--- src/rtl/seven_seg_pkg.sv ---
// Segment patterns and bit positions for the single-digit
// seven-segment decoder; patterns are stored active-low.
package seven_seg_pkg;

  localparam int unsigned SEG_A_BIT = 0;
  localparam int unsigned SEG_B_BIT = 1;
  localparam int unsigned SEG_C_BIT = 2;
  localparam int unsigned SEG_D_BIT = 3;
  localparam int unsigned SEG_E_BIT = 4;
  localparam int unsigned SEG_F_BIT = 5;
  localparam int unsigned SEG_G_BIT = 6;

  localparam logic [6:0] SEG_0 = 7'h40;
  localparam logic [6:0] SEG_1 = 7'h79;
  localparam logic [6:0] SEG_2 = 7'h24;
  localparam logic [6:0] SEG_3 = 7'h30;
  localparam logic [6:0] SEG_4 = 7'h19;
  localparam logic [6:0] SEG_5 = 7'h12;
  localparam logic [6:0] SEG_6 = 7'h02;
  localparam logic [6:0] SEG_7 = 7'h78;
  localparam logic [6:0] SEG_8 = 7'h00;
  localparam logic [6:0] SEG_9 = 7'h10;
  localparam logic [6:0] SEG_A = 7'h08;
  localparam logic [6:0] SEG_B = 7'h03;
  localparam logic [6:0] SEG_C = 7'h46;
  localparam logic [6:0] SEG_D = 7'h21;
  localparam logic [6:0] SEG_E = 7'h06;
  localparam logic [6:0] SEG_F = 7'h0E;

  // Dash lights segment g only.
  localparam logic [6:0] SEG_DASH =
    7'h7F ^ (7'h01 << SEG_G_BIT);
  localparam logic [6:0] SEG_BLANK = 7'h7F;

endpackage

--- src/rtl/seven_seg_lut.sv ---
// Nibble to raw active-low segment pattern; a set
// range_err overrides the nibble with a dash.
module seven_seg_lut
  import seven_seg_pkg::*;
(
  input  logic [3:0] nibble,
  input  logic       range_err,
  output logic [6:0] seg
);

  always_comb begin
    seg = SEG_DASH;
    if (!range_err) begin
      case (nibble)
        4'h0:    seg = SEG_0;
        4'h1:    seg = SEG_1;
        4'h2:    seg = SEG_2;
        4'h3:    seg = SEG_3;
        4'h4:    seg = SEG_4;
        4'h5:    seg = SEG_5;
        4'h6:    seg = SEG_6;
        4'h7:    seg = SEG_7;
        4'h8:    seg = SEG_8;
        4'h9:    seg = SEG_9;
        4'hA:    seg = SEG_A;
        4'hB:    seg = SEG_B;
        4'hC:    seg = SEG_C;
        4'hD:    seg = SEG_D;
        4'hE:    seg = SEG_E;
        default: seg = SEG_F;
      endcase
    end
  end

endmodule

--- src/rtl/seven_seg.sv ---
// Registered single-digit decoder: range check, hex
// masking, polarity and one output register.
module seven_seg
  import seven_seg_pkg::*;
#(
  parameter int VAL_W      = 32,
  parameter bit ACTIVE_LOW = 1'b1,
  parameter bit HEX_EN     = 1'b1
) (
  input  logic             CLK_50M,
  input  logic             RSTn,
  input  logic [VAL_W-1:0] value,
  output logic [6:0]       hex
);

  localparam logic [6:0] RST_PAT =
    ACTIVE_LOW ? SEG_BLANK : ~SEG_BLANK;

  logic       over_range;
  logic       hex_digit;
  logic       range_err;
  logic [6:0] raw;
  logic [6:0] hex_d;
  logic [6:0] hex_q;

  // Whole word compared so 16 never aliases to 0.
  always_comb begin
    over_range = value > VAL_W'(15);
    hex_digit  = value[3:0] > 4'd9;
    range_err  = over_range | (hex_digit & !HEX_EN);
  end

  seven_seg_lut u_lut (
    .nibble    (value[3:0]),
    .range_err (range_err),
    .seg       (raw)
  );

  always_comb begin
    hex_d = raw;
    if (!ACTIVE_LOW) hex_d = ~raw;
  end

  always_ff @(posedge CLK_50M or negedge RSTn) begin
    if (!RSTn) hex_q <= RST_PAT;
    else       hex_q <= hex_d;
  end

  assign hex = hex_q;

endmodule

--- config.mk ---
export PLATFORM = sky130hd
export DESIGN_NAME = seven_seg
export DESIGN_NICKNAME = d
export VERILOG_FILES = /design/src/rtl/seven_seg_pkg.sv /design/src/rtl/seven_seg_lut.sv /design/src/rtl/seven_seg.sv
export SDC_FILE = /design/constraint.sdc
export NUM_CORES = 1
export LEC_CHECK = 0
export CORE_MARGIN = 2
export CORE_UTILIZATION = 35
export CTS_CLUSTER_SIZE = 12
export DETAILED_ROUTE_END_ITERATION = 10
export GPL_TIMING_DRIVEN = 1
export PLACE_DENSITY = 0.82
export RECOVER_POWER = 100
export SETUP_SLACK_MARGIN = 0.1
export SYNTH_ARGS = -nofsm -noshare
export SYNTH_HDL_FRONTEND = slang
export SYNTH_HIERARCHICAL = 1
export SYNTH_SLANG_ARGS = --single-unit
export TNS_END_PERCENT = 50
--- constraint.sdc ---
create_clock -name CLK_50M -period 1 [get_ports CLK_50M]
set_input_delay 0.3 -clock CLK_50M [delete_from_list [all_inputs] [get_ports CLK_50M]]
set_output_delay 0.3 -clock CLK_50M [all_outputs]
set_load 0.01 [all_outputs]
==> run metrics <==
status finished, violations left; failing checks setup timing; global-route usage over all layers 20.26%; length of the first detailed-routing pass in iterations 5; worst-case headroom to the max-slew limit 80.05%; switching power share of the total 24.35%; fraction of layout instances using a drive strength above 1 59.26%; Die Y-Extent 43.80 µm; dominant register cell in the synthesized netlist sky130_fd_sc_hd__dfstp_2; count of placed standard cells including taps 119; placer congestion estimate 0.9339; worst vdd ir 0.0004522 V; number of global-route vias before repair 691; DRC 0; pre-CTS setup slack -922.3 ps; number of synthesized flops with an enable pin 0; largest fanout of any net on the critical path 6; Final Instance Count excl. Fillers 124; CTS tree built; xor/xnor share of the synthesized area 0%; worst hold slack 627.5 ps; total length of routed wires 1716 µm; share of Yosys cell area claimed by the top area cell type 33.18%; Finish-stage setup viols 14; most repeated cell in the gate-level netlist after synthesis sky130_fd_sc_hd__ha_1; die span in x 43.80 µm; combined buffer and inverter count along the critical path 1; largest stage delay on the critical path 610 ps; register clock-pin slew on the reported worst setup and hold paths 50 ps; total power density per cell area 687.3 nW/µm²; area fraction in compound gates after synthesis 11.74%; Worst Path Arrival 1390 ps; Post-Syn Area 554.3 µm²; top achievable clock speed 811.1 MHz; setup slack after layout -232.8 ps; Hold Path Class in -> reg; remaining antenna violation count 0; detail-routed net length per standard cell 13.84 µm; internal power summed over all cells 592.0 µW; starting utilization of the core area 37.23%; ranking of synthesized cells by instance count 8 x sky130_fd_sc_hd__ha_1, 7 x sky130_fd_sc_hd__dfstp_2, 7 x sky130_fd_sc_hd__nor4_1; portion of the clock cycle consumed by the worst path in the final layout 123.3%; post-synthesis cell type with the largest combined area sky130_fd_sc_hd__dfstp_2; async set or reset register ratio after synthesis 100.0%; leftover overflow at the end of global routing 0; depth of the CTS H-tree 1; Clock Tree Root sky130_fd_sc_hd__clkbuf_4; power share of the clock group 30.8%; ordered cell list for the critical path clkdlybuf4s50_1 > nor2_1 > a221o_1; proportion of synthesized chip area in sequential cells 33.18%; Yosys cell types 26; number of buffers inserted by port buffering 40; number of hold violations in the final report 0; combined flip-flop and latch cell area 183.9 µm²; proportion of synthesized area in mux cells 9.481%; cells taking the most area after synthesis sky130_fd_sc_hd__dfstp_2 33%, sky130_fd_sc_hd__ha_1 18%, sky130_fd_sc_hd__nor4_1 7.9%, sky130_fd_sc_hd__mux2i_1 5.4%, sky130_fd_sc_hd__a32oi_1 3.2%; top-level I/O count 41; core area 1489 µm²; global-route wire length before repair 2877 µm; Syn. warnings 6; unrepaired setup endpoints after global routing yes; final max-slew violation count 0; post-synthesis net count 94; flip-flop and latch count after synthesis 7; number of buffers on the longest clock path 2; time the worst path needs with I/O delays and setup 1233 ps; Setup crit start kind input port; Vias 657; combinational family with the most area after synthesis simple AND/OR/NAND/NOR gates; switching power of the nets 190.5 µW; register share of total power 36.5%; Worst path top cell family by delay buffers and inverters; final net count 151; leakage component of the power 0.0005243 µW; initial antenna violation count 0; area share of fa/ha/maj cells after synthesis 18.06%; number of violations reported at the end of detailed-routing iteration 0 10; Antenna diodes 0; number of buffers added to fix hold violations after cts 0; Slowest cell on crit path sky130_fd_sc_hd__clkdlybuf4s50_1; detailed-placement wirelength estimate 1442 µm; Die Outline Area 1918 µm²; multi-input gate area in the final layout 416.7 µm²; final-layout fill cell count 114; Largest register FFs 7; measured slew at the worst slew-check pin 298.2 ps; area growth from synthesis to final layout 105.4%; share of total power in combinational logic 32.7%; type of the worst setup path in -> reg; number of max-capacitance violations reported 0; capturing element type of the critical path register; data required time of the critical path 1160 ps; number of vias per cell after detailed routing 5.298; total number of placement rows 14; simple-gate area share of the yosys netlist 22.12%; maximum number of pins on one net before global-route repair 8; CTS sink cnt 7; final core utilization 76.47%; Avg Cell Area, Syn 10.66 µm²; clock buffers created by TritonCTS 3; Cells after Synth 52
==> metrics by stage <==
step                      power (µW)  setup TNS (ps)  area, µm²
after detailed placement       546.0           -8255       1054
final                          782.6           -2424       1139
after floorplan                353.7           -1765      554.3
after CTS                      783.1           -2594       1115
after global placement         538.4           -7896       1054
after global routing           829.8           -2897       1139
==> final cells by class <==
type                            instances  area share [%]
Sequential cell                         7           16.15
Timing Repair Buffer                   54           42.20
Multi-Input combinational cell         40           36.59
Inverter                                3          0.9890
Tap cell                               16           1.758
Clock buffer                            4           2.308
==> placed cells by master, fill, tap and decap left out, types with 2 or more instances in the layout <==
cell type                         instances
sky130_fd_sc_hd__buf_6                   15
sky130_fd_sc_hd__dlygate4sd2_1           11
sky130_fd_sc_hd__buf_4                   11
sky130_fd_sc_hd__dfstp_2                  7
sky130_fd_sc_hd__buf_2                    7
sky130_fd_sc_hd__clkdlybuf4s15_1          5
sky130_fd_sc_hd__ha_1                     5
sky130_fd_sc_hd__nor4_2                   3
sky130_fd_sc_hd__clkbuf_4                 3
sky130_fd_sc_hd__mux2i_1                  3
sky130_fd_sc_hd__ha_2                     3
sky130_fd_sc_hd__nor4_4                   2
sky130_fd_sc_hd__nor4_1                   2
sky130_fd_sc_hd__clkdlybuf4s15_2          2
sky130_fd_sc_hd__inv_2                    2
sky130_fd_sc_hd__mux2_4                   2
sky130_fd_sc_hd__nand2b_1                 2
sky130_fd_sc_hd__a32oi_1                  2
==> worst min-delay path, stage by stage <==
cell and delay [ps]:
sky130_fd_sc_hd__clkdlybuf4s15_2 200, sky130_fd_sc_hd__inv_2 80, sky130_fd_sc_hd__buf_4 110, sky130_fd_sc_hd__a32o_1 140
==> what timing repair did <==
| action | in CTS | in global routing |
|---|---|---|
| pin swaps | 12 | 6 |
| resized for setup | 120 | 8 |
| endpoints found under the setup margin | 14 | 14 |
| setup buffers | 1 | 0 |
==> routing by layer <==
metal	global-route usage, %	routed length, µm	part of all wire (%)
met1	21.27	646	38
met3	4.167	155	9.0
met5	0	0	0
met4	7.273	12	0.70
met2	38.82	903	53
==> worst paths after layout <==
kind | end | slack (ps) | cells past startpoint | start
worst min-delay path | hex[6] | 630 | 4 | value[1]
max in group asynchronous | hex[2] | 340 | 1 | RSTn
min in group asynchronous | hex[6] | 640 | 1 | RSTn
worst max-delay path | hex[2] | -230 | 3 | value[2]
==> power by group through the flow <==
stage                     clock network [µW]  logic (µW)  registers [µW]
after floorplan                            0        64.9             289
after global placement                     0         250             289
after detailed placement                   0         257             289
after CTS                                254         244             285
after global routing                     270         275             285
final                                    241         256             285
==> cells by family (layout without fill, tap and decap cells) <==
logic type / count (synthesis) / in the layout
AO/OA/AOI/OAI: 7 / 7
adder cells (fa/ha/maj): 8 / 8
buffers and inverters: 5 / 61
flip-flops: 7 / 7
multiplexers: 5 / 5
AND/OR/NAND/NOR: 20 / 20
Note: power is estimated with default switching activity, not from simulation.
